**config.mk**
```make
export PLATFORM = sky130hd
export DESIGN_NAME = rx_cpu_gate_flat
export DESIGN_NICKNAME = d
export VERILOG_FILES = /design/src/rtl/rx_cpu_gate_pkg.sv /design/src/rtl/eth_pkt_if.sv /design/src/rtl/sat_counter.sv /design/src/rtl/rx_cpu_gate.sv /design/src/flat_wrapper.sv
export SDC_FILE = /design/constraint.sdc
export NUM_CORES = 1
export LEC_CHECK = 0
export CAP_MARGIN = 10
export CORE_UTILIZATION = 40
export CTS_BUF_LIST = sky130_fd_sc_hd__clkbuf_4
export CTS_CLUSTER_SIZE = 20
export DETAILED_ROUTE_END_ITERATION = 16
export HOLD_SLACK_MARGIN = 0.15
export PLACE_DENSITY_LB_ADDON = 0.1
export SYNTH_ARGS = -nofsm -noshare
export SYNTH_HDL_FRONTEND = slang
export SYNTH_SLANG_ARGS = --single-unit
```
**constraint.sdc**
```tcl
create_clock -name clk_i -period 3.42 [get_ports clk_i]
set_input_delay 0.684 -clock clk_i [delete_from_list [all_inputs] [get_ports clk_i]]
set_output_delay 0.684 -clock clk_i [all_outputs]
set_load 0.05 [all_outputs]
```
**src/rtl/rx_cpu_gate_pkg.sv**
```systemverilog
// Shared definitions for the CPU receive admission gate: FSM encoding,
// counter width default and the eop byte-count helper.
package rx_cpu_gate_pkg;

  localparam int CNT_W_DEF = 32;

  localparam logic [2:0] ST_IDLE   = 3'd0;
  localparam logic [2:0] ST_SETTLE = 3'd1;
  localparam logic [2:0] ST_DECIDE = 3'd2;
  localparam logic [2:0] ST_FWD    = 3'd3;
  localparam logic [2:0] ST_DROP   = 3'd4;

  // An eop word with mod=0 carries a full 8 bytes.
  function automatic logic [3:0] mod_bytes(input logic [2:0] mod);
    return (mod == 3'd0) ? 4'd8 : {1'b0, mod};
  endfunction

endpackage

```
**src/rtl/eth_pkt_if.sv**
```systemverilog
// 64-bit showahead packet stream with byte-granular eop modulo.
interface eth_pkt_if;
  logic [63:0] data;
  logic        sop;
  logic        eop;
  logic [2:0]  mod;
  logic        val;
  logic        ready;

  modport i (input data, sop, eop, mod, val, output ready);
  modport o (output data, sop, eop, mod, val, input ready);
endinterface

```
**src/rtl/sat_counter.sv**
```systemverilog
// Statistics counter that sticks at all ones; clear takes priority over increment.
module sat_counter
  import rx_cpu_gate_pkg::*;
#(
  parameter int CNT_W = CNT_W_DEF
) (
  input  logic             clk_i,
  input  logic             rst_i,
  input  logic             clr_i,
  input  logic             inc_i,
  output logic [CNT_W-1:0] cnt_o
);

  logic [CNT_W-1:0] r_cnt;

  // NOTE: sequential state uses <= so every flop samples pre-edge values.
  always_ff @(posedge clk_i) begin
    if (rst_i || clr_i) begin
      r_cnt <= '0;
    end else if (inc_i && (r_cnt != '1)) begin
      r_cnt <= r_cnt + CNT_W'(1);
    end
  end

  assign cnt_o = r_cnt;

endmodule

```
**src/rtl/rx_cpu_gate.sv**
```systemverilog
// Admission stage in front of the CPU receive buffer: presents each packet's
// length, waits for write-allowed, then forwards or drains the packet.
module rx_cpu_gate
  import rx_cpu_gate_pkg::*;
#(
  parameter int WAIT_TIMEOUT = 4096,
  parameter int CNT_W        = CNT_W_DEF
) (
  input  logic             clk_i,
  input  logic             rst_i,
  eth_pkt_if.i             pkt_i,
  input  logic [15:0]      len_i,
  input  logic             len_val_i,
  output logic             len_rd_o,
  input  logic [15:0]      cpu_mtu_i,
  input  logic             pkt_wa_i,
  output logic [15:0]      pkt_size_o,
  eth_pkt_if.o             pkt_o,
  input  logic             cnt_clr_i,
  output logic [CNT_W-1:0] drop_mtu_cnt_o,
  output logic [CNT_W-1:0] drop_tmo_cnt_o,
  output logic [CNT_W-1:0] len_err_cnt_o
);

  localparam int WT_W = $clog2(WAIT_TIMEOUT);

  logic [2:0]      r_state;
  logic [2:0]      w_state_nxt;
  logic [15:0]     r_pkt_size;
  logic [WT_W-1:0] r_wait;
  logic [16:0]     r_byte_cnt;

  logic        w_in_fire;
  logic        w_eop_fire;
  logic        w_wait_last;
  logic [16:0] w_byte_sum;
  logic        w_inc_mtu;
  logic        w_inc_tmo;
  logic        w_inc_err;

  assign w_in_fire   = pkt_i.val & pkt_i.ready;
  assign w_eop_fire  = w_in_fire & pkt_i.eop;
  assign w_wait_last = (r_wait == WT_W'(WAIT_TIMEOUT - 1));
  assign w_byte_sum  = r_byte_cnt + (pkt_i.eop ? 17'(mod_bytes(pkt_i.mod)) : 17'd8);

  assign w_inc_mtu = (r_state == ST_IDLE) && len_val_i && (len_i > cpu_mtu_i);
  assign w_inc_tmo = (r_state == ST_DECIDE) && !pkt_wa_i && w_wait_last;
  assign w_inc_err = (r_state == ST_FWD) && w_eop_fire && (w_byte_sum != {1'b0, r_pkt_size});

  // NOTE: every combinational output gets a default first so no latch is inferred.
  always_comb begin
    w_state_nxt = r_state;
    case (r_state)
      ST_IDLE: begin
        if (len_val_i) begin
          w_state_nxt = (len_i > cpu_mtu_i) ? ST_DROP : ST_SETTLE;
        end
      end
      ST_SETTLE: w_state_nxt = ST_DECIDE;
      ST_DECIDE: begin
        if (pkt_wa_i) begin
          w_state_nxt = ST_FWD;
        end else if (w_wait_last) begin
          w_state_nxt = ST_DROP;
        end
      end
      ST_FWD, ST_DROP: begin
        if (w_eop_fire) begin
          w_state_nxt = ST_IDLE;
        end
      end
      default: w_state_nxt = ST_IDLE;
    endcase
  end

  always_ff @(posedge clk_i) begin
    if (rst_i) begin
      r_state    <= ST_IDLE;
      r_pkt_size <= '0;
      r_wait     <= '0;
      r_byte_cnt <= '0;
    end else begin
      r_state <= w_state_nxt;
      case (r_state)
        ST_IDLE: begin
          r_byte_cnt <= '0;
          if (len_val_i) begin
            r_pkt_size <= len_i;
          end
        end
        ST_SETTLE: r_wait <= '0;
        ST_DECIDE: begin
          if (!pkt_wa_i) begin
            r_wait <= r_wait + WT_W'(1);
          end
        end
        ST_FWD: begin
          if (w_in_fire) begin
            r_byte_cnt <= w_byte_sum;
          end
        end
        default: ;
      endcase
    end
  end

  // The stream is a pure wire in FWD; DROP sinks it without presenting it.
  assign pkt_o.data  = pkt_i.data;
  assign pkt_o.sop   = pkt_i.sop;
  assign pkt_o.eop   = pkt_i.eop;
  assign pkt_o.mod   = pkt_i.mod;
  assign pkt_o.val   = (r_state == ST_FWD) & pkt_i.val;
  assign pkt_i.ready = (r_state == ST_FWD) ? pkt_o.ready : (r_state == ST_DROP);

  // Popping on the eop edge lets IDLE see the next descriptor in the very next cycle.
  assign len_rd_o   = ((r_state == ST_FWD) || (r_state == ST_DROP)) & w_eop_fire;
  assign pkt_size_o = r_pkt_size;

  sat_counter #(.CNT_W(CNT_W)) u_drop_mtu (
    .clk_i (clk_i),
    .rst_i (rst_i),
    .clr_i (cnt_clr_i),
    .inc_i (w_inc_mtu),
    .cnt_o (drop_mtu_cnt_o)
  );

  sat_counter #(.CNT_W(CNT_W)) u_drop_tmo (
    .clk_i (clk_i),
    .rst_i (rst_i),
    .clr_i (cnt_clr_i),
    .inc_i (w_inc_tmo),
    .cnt_o (drop_tmo_cnt_o)
  );

  sat_counter #(.CNT_W(CNT_W)) u_len_err (
    .clk_i (clk_i),
    .rst_i (rst_i),
    .clr_i (cnt_clr_i),
    .inc_i (w_inc_err),
    .cnt_o (len_err_cnt_o)
  );

endmodule

```
**src/flat_wrapper.sv**
```systemverilog
// flat-port wrapper written by rule: the top's interface ports become plain ports
module rx_cpu_gate_flat import rx_cpu_gate_pkg::*;
#(
  parameter int WAIT_TIMEOUT = 4096,
  parameter int CNT_W        = CNT_W_DEF
)
  (clk_i, rst_i, len_i, len_val_i, len_rd_o, cpu_mtu_i, pkt_wa_i, pkt_size_o, cnt_clr_i, drop_mtu_cnt_o, drop_tmo_cnt_o, len_err_cnt_o, pkt_i_data, pkt_i_sop, pkt_i_eop, pkt_i_mod, pkt_i_val, pkt_i_ready, pkt_o_data, pkt_o_sop, pkt_o_eop, pkt_o_mod, pkt_o_val, pkt_o_ready);
  eth_pkt_if pkt_i_i ();
  eth_pkt_if pkt_o_i ();
  input  logic clk_i;
  input  logic rst_i;
  input  logic [15:0] len_i;
  input  logic len_val_i;
  output logic len_rd_o;
  input  logic [15:0] cpu_mtu_i;
  input  logic pkt_wa_i;
  output logic [15:0] pkt_size_o;
  input  logic cnt_clr_i;
  output logic [CNT_W-1:0] drop_mtu_cnt_o;
  output logic [CNT_W-1:0] drop_tmo_cnt_o;
  output logic [CNT_W-1:0] len_err_cnt_o;
  input wire logic [$bits(pkt_i_i.data)-1:0] pkt_i_data;
  input wire logic [$bits(pkt_i_i.sop)-1:0] pkt_i_sop;
  input wire logic [$bits(pkt_i_i.eop)-1:0] pkt_i_eop;
  input wire logic [$bits(pkt_i_i.mod)-1:0] pkt_i_mod;
  input wire logic [$bits(pkt_i_i.val)-1:0] pkt_i_val;
  output wire logic [$bits(pkt_i_i.ready)-1:0] pkt_i_ready;
  output wire logic [$bits(pkt_o_i.data)-1:0] pkt_o_data;
  output wire logic [$bits(pkt_o_i.sop)-1:0] pkt_o_sop;
  output wire logic [$bits(pkt_o_i.eop)-1:0] pkt_o_eop;
  output wire logic [$bits(pkt_o_i.mod)-1:0] pkt_o_mod;
  output wire logic [$bits(pkt_o_i.val)-1:0] pkt_o_val;
  input wire logic [$bits(pkt_o_i.ready)-1:0] pkt_o_ready;
  assign pkt_i_i.data = pkt_i_data;
  assign pkt_i_i.sop = pkt_i_sop;
  assign pkt_i_i.eop = pkt_i_eop;
  assign pkt_i_i.mod = pkt_i_mod;
  assign pkt_i_i.val = pkt_i_val;
  assign pkt_i_ready = pkt_i_i.ready;
  assign pkt_o_data = pkt_o_i.data;
  assign pkt_o_sop = pkt_o_i.sop;
  assign pkt_o_eop = pkt_o_i.eop;
  assign pkt_o_mod = pkt_o_i.mod;
  assign pkt_o_val = pkt_o_i.val;
  assign pkt_o_i.ready = pkt_o_ready;
  rx_cpu_gate #(.WAIT_TIMEOUT(WAIT_TIMEOUT), .CNT_W(CNT_W)) u_core (.clk_i(clk_i), .rst_i(rst_i), .pkt_i(pkt_i_i), .len_i(len_i), .len_val_i(len_val_i), .len_rd_o(len_rd_o), .cpu_mtu_i(cpu_mtu_i), .pkt_wa_i(pkt_wa_i), .pkt_size_o(pkt_size_o), .pkt_o(pkt_o_i), .cnt_clr_i(cnt_clr_i), .drop_mtu_cnt_o(drop_mtu_cnt_o), .drop_tmo_cnt_o(drop_tmo_cnt_o), .len_err_cnt_o(len_err_cnt_o));
endmodule
```
==> results_dict.tcl, run 1 <==
set metrics [dict create \
    status "complete, no violations" \
    drc_errors 0 \
    power_frac_comb_pct 14.6 \
    wl_um 21500 \
    start_util_pct 40.8 \
    crit_path_start "pkt_i_eop" \
    power.total_w 0.00344 \
    clock_path_buffers 2 \
    clock-sinks 144 \
    num_rows 52 \
    fmax_mhz 302 \
    core-area_sq_mm 0.0202 \
    synth_nets 1170 \
    hp-class "flip-flop to flip-flop" \
    critPathSlowestCell "or4_1" \
    worstHoldStart "u_core.r_byte_cnt[0]" \
    gp_congestion 0.828 \
    grt_pass1_wl_um 35500 \
    drtAntennaViolNets 0 \
    fp.dieH_um 146 \
    worstPathArrival_ns 3.79 \
    p_int_w 0.00243 \
    nNetsFinal 1292 \
    finalHoldViolations 0 \
    grt_pass1_vias 7023 \
    vias_per_cell 5.24 \
    ys_seq_area_share_pct 34.9 \
    root_buffer "clkbuf_4" \
    clkPwrFrac_pct 35.2 \
    synth-edff-count 0 \
    htreeDepth 4 \
    cts_tree "done" \
    gr-total-overflow 0 \
    ctsHoldBuffers 0 \
    critical-path-max-stage-delay_ns 0.46 \
    setup_violations 0 \
    cts_buffers 17 \
    synth-seq-cells 144 \
    syn_area_sq_mm 0.00825 \
    clk_latency_ns 0.56 \
    drv_cap 0 \
    clock_skew_ns 0.0247 \
    p_seq_share_pct 50.2 \
    slew_headroom_pct 61.8 \
    dominantRegCellSynth "dfxtp_1" \
    switchingPower_w 0.00102 \
    swShare_pct 29.5 \
    grt_max_degree 67 \
    timing.final.crit_share_pct 96.7 \
    die-area_sq_mm 0.0212 \
    report.final.slew_viol_count 0 \
    critical_path_class "input port to flip-flop" \
    synthCells 1037 \
    routedWlPerCell_um 14.9 \
    max_slew.worst_pin.slew_ns 0.572 \
    path_clk_slew_ns 0.12 \
    ys_types 69 \
    synth_warnings 0 \
    cp.required_ns 3.90 \
    finalCriticalPeriod_ns 3.31 \
    dr.pass1.iters 5 \
    final_util_pct 51.2 \
    worst_r2r_startpoint "u_core.r_byte_cnt[0]" \
    p_leak_nw 3.91 \
    antenna_found_initial 2 \
    cp_cell_sequence "dlygate4sd2_1 -> and2_4 -> nor3_4 -> ha_4 -> a21o_4 -> a22oi_4 -> buf_12 -> nor3_4 -> and3_4 -> xnor2_2 -> or4_4 -> nand2_2 -> buf_12 -> or4_1 -> a21oi_1" \
    ys_async_sr_fraction_pct 0 \
    drive_gt1_share_pct 11.4 \
    r2r_setup_slack_ns 0.46 \
    ir_drop_v 0.000156 \
    critPathLaunchType "input port" \
    dp_hpwl_um 15600 \
    grtUsageTotal_pct 20.5 \
    syn2layout_area_growth_pct 25.7 \
    power.density_mw_per_mm2 332 \
    fill_cells 1992 \
    drtIter0Drc 407 \
    vias 7570 \
    rsz0062_at_grt "no" \
    port_buffers 161 \
    ioPinCount 292 \
    synth.avg_cell_area_sq_um 7.95 \
    die_x_um 146 \
    crit_fanout 16 \
    end_kind "flip-flop" \
]
==> routing by layer <==
metal  global-route usage (%)  share of wire, %
met5                        0                 0
met4                     5.79               1.1
met3                     5.49               5.5
met2                     32.9                46
met1                     27.1                48
==> cells in the mapped netlist (all sizes together) (13+ instances only) <==
| cell | number | share of area (%) |
|---|---|---|
| or3 | 22 | 1.7 |
| o21ai | 29 | 1.8 |
| nor3 | 30 | 2.0 |
| nor2 | 116 | 5.3 |
| ha | 24 | 3.6 |
| nand4 | 31 | 2.4 |
| a21oi | 66 | 4.0 |
| buf | 84 | 7.4 |
| and3 | 35 | 2.7 |
| xnor2 | 39 | 4.1 |
| nand2 | 119 | 5.4 |
| nand3 | 48 | 3.0 |
| dfxtp | 144 | 35 |
| clkbuf | 31 | 1.4 |
| and2 | 13 | 1.0 |
| xor2 | 48 | 5.1 |
| inv | 28 | 1.3 |
==> worst max-delay path: cells and delay by family <==
kind            cells  cell delay (ns)
simple gates        7             1.42
compound gates      3             0.63
buf+inv             3             0.57
fa+ha+maj           1             0.25
xor+xnor            1             0.20
==> registers in the layout (all words and copies together) (netlist names) <==
| signal | count |
|---|---|
| u_core.r_byte_cnt | 17 |
| u_core.u_drop_mtu.cnt_o | 32 |
| u_core.u_drop_tmo.cnt_o | 32 |
| u_core.r_state | 3 |
| u_core.u_len_err.cnt_o | 32 |
| u_core.r_wait | 12 |
| u_core.pkt_size_o | 16 |
==> final timing paths <==
check	to	cells past startpoint
max reg2reg	u_core.u_len_err.cnt_o[17]	10
min	u_core.r_byte_cnt[0]	2
max	u_core.u_len_err.cnt_o[13]	15
min reg2reg	u_core.r_byte_cnt[0]	2
==> power by group through the flow <==
stage               Sequential [W]  Clock, W  Combinational (W)
floorplan                  0.00181         0           0.000446
CTS                        0.00173   0.00125           0.000499
global route               0.00173   0.00133           0.000548
global placement           0.00177         0           0.000480
detailed placement         0.00177         0           0.000479
finish                     0.00173   0.00121           0.000504
==> through the flow <==
stage          hold slack, ns  setup TNS [ns]  cell area, sq um  instances  setup slack [ns]
2_1_floorplan           0.436               0              8270       1037            0.0141
5_1_grt                 0.502               0             10400       1443           0.00553
4_1_cts                 0.480               0             10300       1440            0.0127
3_5_place_dp            0.462          -19.48              9880       1403            -0.686
3_3_place_gp            0.454          -18.45              9880       1403            -0.639
6_report                0.478               0             10400       1444             0.112
==> cells by family (layout without fill, tap and decap cells) <==
logic type	after synthesis	count (layout)	share of synthesized area (%)
fa+ha+maj	25	25	3.88
mux	7	7	0.865
xor+xnor	87	87	9.24
simple gates	462	464	27.8
other cells	0	2	0
flops	144	144	34.9
compound gates	169	169	13.1
buf+inv	143	276	10.1
==> what timing repair did <==
action | 4_1_cts | 5_1_grt
hold endpoints to repair | 0 | 0
resized for setup | 11 | 12
cloned | 2 | 0
buffers inserted | 3 | 2
endpoints found under the setup margin | 19 | 33
pin swaps | 6 | 10
==> cell type report <==
type / instances / area, sq um / area share, %
clock buffers: 18 / 135 / 1.30
clock inverters: 14 / 183 / 1.76
inverters: 28 / 105 / 1.01
repair buffers: 216 / 2070 / 19.9
multi-input cells: 752 / 4650 / 44.9
well taps: 270 / 338 / 3.26
flip-flops and latches: 144 / 2880 / 27.8
diodes: 2 / 5.00 / 0.0483
==> placed cells by master (no fill, tap or decap), types with 4 or more instances in the layout <==
master           netlist  layout
a21o_1                 8       7
a21oi_1               65      64
xnor2_1               39      37
nand3b_1               4       4
nor3_1                29      27
or2_2                  3       4
clkdlybuf4s50_1        0     154
inv_1                 28      28
nand2_1              118     118
or4_1                  6       6
nand4_1               30      30
nor4_1                11      10
o31ai_1               10      10
nand3_1               47      47
o21ai_0               26      26
o211ai_1               7       7
o21a_1                 4       4
a31o_2                 6       6
and2_4                 1       4
and3_1                34      33
or3_1                 22      22
a31oi_1                8       8
ha_1                  24      22
clkbuf_4               0      18
nor2b_1                8       8
a41o_1                 4       4
buf_4                 73      52
nor2_1               116     115
dlymetal6s2s_1         0       4
dfxtp_1              144     144
clkinv_4               0       5
xor2_1                48      47
and2_1                12       9
mux2i_1                6       6
and4_1                 8       8
No activity file was read; power rests on OpenSTA's default activity.
==> inputs of run 2 (changes only) <==
Settings changed: SKIP_CTS_REPAIR_TIMING from default to 1.
==> run 2 against run 1 <==
Final area grew 0.22%. Critical path type unchanged. Worst hold slack is essentially flat. Clock power is essentially flat. Count of clock-buffer cells in the layout unchanged. Die area unchanged. Core utilization increased by 0.11 points. Register-to-register slack worse by 0.10 ns. Sequential share of layout area down 0.060 points. Non-clock buffer count increased by 1.
==> results_dict.tcl, run 2 (synthesis results as in run 1) <==
set metrics [dict create \
    dp_hpwl_um 15600 \
    fill_cells 1991 \
    syn2layout_area_growth_pct 25.9 \
    num_rows 52 \
    p_seq_share_pct 50.1 \
    hold_depth 2 \
    swShare_pct 29.5 \
    slew_headroom_pct 62.0 \
    switchingPower_w 0.00102 \
    stdcell_count 1445 \
    core-area_sq_mm 0.0202 \
    die_x_um 146 \
    placed_area_sq_mm 0.00988 \
    r2r_setup_slack_ns 0.36 \
    multi_input_comb_area_sq_mm 0.00467 \
    antenna_found_initial 2 \
    clk_latency_ns 0.57 \
    root_buffer "clkbuf_4" \
    final-seq-area_sq_mm 0.00288 \
    clock-sinks 144 \
    final_cell_area_sq_mm 0.0104 \
    setup_violations 0 \
    clkPwrFrac_pct 35.1 \
    cts_buffers 17 \
    clock_skew_ns 0.0252 \
    dr.pass1.iters 5 \
    htreeDepth 4 \
    gp_congestion 0.828 \
    worstPathArrival_ns 3.66 \
    grt_pass1_vias 6951 \
    wl_um 21600 \
    clock_path_buffers 2 \
    dpl.cell_count 1403 \
    fp.dieH_um 146 \
    drc_errors 0 \
    grt_pass1_wl_um 35000 \
    ir_drop_v 0.000157 \
    final_common_cell "clkdlybuf4s50_1" \
    finalHoldViolations 0 \
    timing.final.crit_share_pct 93.4 \
    grtUsageTotal_pct 20.2 \
    crit_fanout 6 \
    nNetsFinal 1293 \
    rsz0062_at_grt "no" \
    ioPinCount 292 \
    report.final.slew_viol_count 0 \
    status "complete, no violations" \
    end_kind "flip-flop" \
    critical_path_class "input port to flip-flop" \
    power_frac_comb_pct 14.8 \
    hp-class "flip-flop to flip-flop" \
    routedWlPerCell_um 14.9 \
    path_clk_slew_ns 0.13 \
    p_leak_nw 3.91 \
    vias_per_cell 5.20 \
    fmax_mhz 313 \
    p_int_w 0.00243 \
    critPathLaunchType "input port" \
    power.density_mw_per_mm2 332 \
    cp.required_ns 3.88 \
    die-area_sq_mm 0.0212 \
    drv_cap 0 \
    finalCriticalPeriod_ns 3.19 \
    final_cell_mix "154 x clkdlybuf4s50_1, 144 x dfxtp_1, 118 x nand2_1" \
    max_slew.worst_pin.slew_ns 0.568 \
    start_util_pct 40.8 \
    rr_worst_depth 10 \
    drive_gt1_share_pct 11.3 \
    grt_max_degree 67 \
    drtIter0Drc 403 \
    cts_tree "done" \
    port_buffers 161 \
    vias 7520 \
    drtAntennaViolNets 0 \
    gr-total-overflow 0 \
]
==> run 2: stage by stage <==
| stage | hold WS [ns] | power, W | TNS (ns) | worst slack [ns] | util [%] |
|---|---|---|---|---|---|
| floorplan | 0.436 | 0.00226 | 0 | 0.0141 | - |
| global placement | 0.454 | 0.00225 | -18.45 | -0.639 | 48.8 |
| detailed placement | 0.462 | 0.00225 | -19.48 | -0.686 | 48.8 |
| CTS | 0.480 | 0.00346 | -0.652 | -0.0927 | 50.4 |
| global route | 0.502 | 0.00362 | 0 | 0.117 | 51.3 |
| finish | 0.478 | 0.00345 | 0 | 0.227 | 51.3 |
==> run 2: final timing paths <==
kind,to,from
hold / removal,u_core.r_byte_cnt[0],u_core.r_byte_cnt[0]
hold reg to reg,u_core.r_byte_cnt[0],u_core.r_byte_cnt[0]
setup / recovery,u_core.u_len_err.cnt_o[17],pkt_i_eop
setup reg to reg,u_core.u_len_err.cnt_o[17],u_core.r_byte_cnt[0]
==> run 2: cell type report <==
cell class              instances  share of cell area [%]
diodes                          2                  0.0482
clock buffers                  18                    1.30
clock inverters                14                    1.76
inverters                      28                    1.01
multi-input cells             752                    44.9
flip-flops and latches        144                    27.7
well taps                     270                    3.25
repair buffers                217                    20.0
==> run 2: metal layers <==
layer	vias to the layer above	share of wire, %	global-route usage [%]
met5	-	0	0
met4	0	1.3	5.84
met3	35	5.0	5.42
met2	188	45	32.2
met1	3493	48	26.6
li1	3804	-	-
==> run 2: critical path, stage by stage <==
cell and delay [ns]:
dlymetal6s2s_1 0.17, and2_4 0.19, ha_1 0.20, fa_1 0.45, nand3_1 0.14, nand2_1 0.07
and3_1 0.20, nor4_2 0.27, o211ai_1 0.16, or4_4 0.63, and2_2 0.28, a41o_1 0.21
==> run 2: power by group through the flow <==
stage / Combinational (W) / Sequential [W] / Clock, W
2_1_floorplan: 0.000446 / 0.00181 / 0
3_5_place_dp: 0.000479 / 0.00177 / 0
3_3_place_gp: 0.000480 / 0.00177 / 0
4_1_cts: 0.000482 / 0.00173 / 0.00125
6_report: 0.000511 / 0.00173 / 0.00121
5_1_grt: 0.000554 / 0.00173 / 0.00133
==> inputs of run 3 (changes only) <==
Settings changed: SKIP_CTS_REPAIR_TIMING 1 to default.
==> results of run 3 <==
Same layout as run 1: the final DEF is identical, and so are final timing and power.
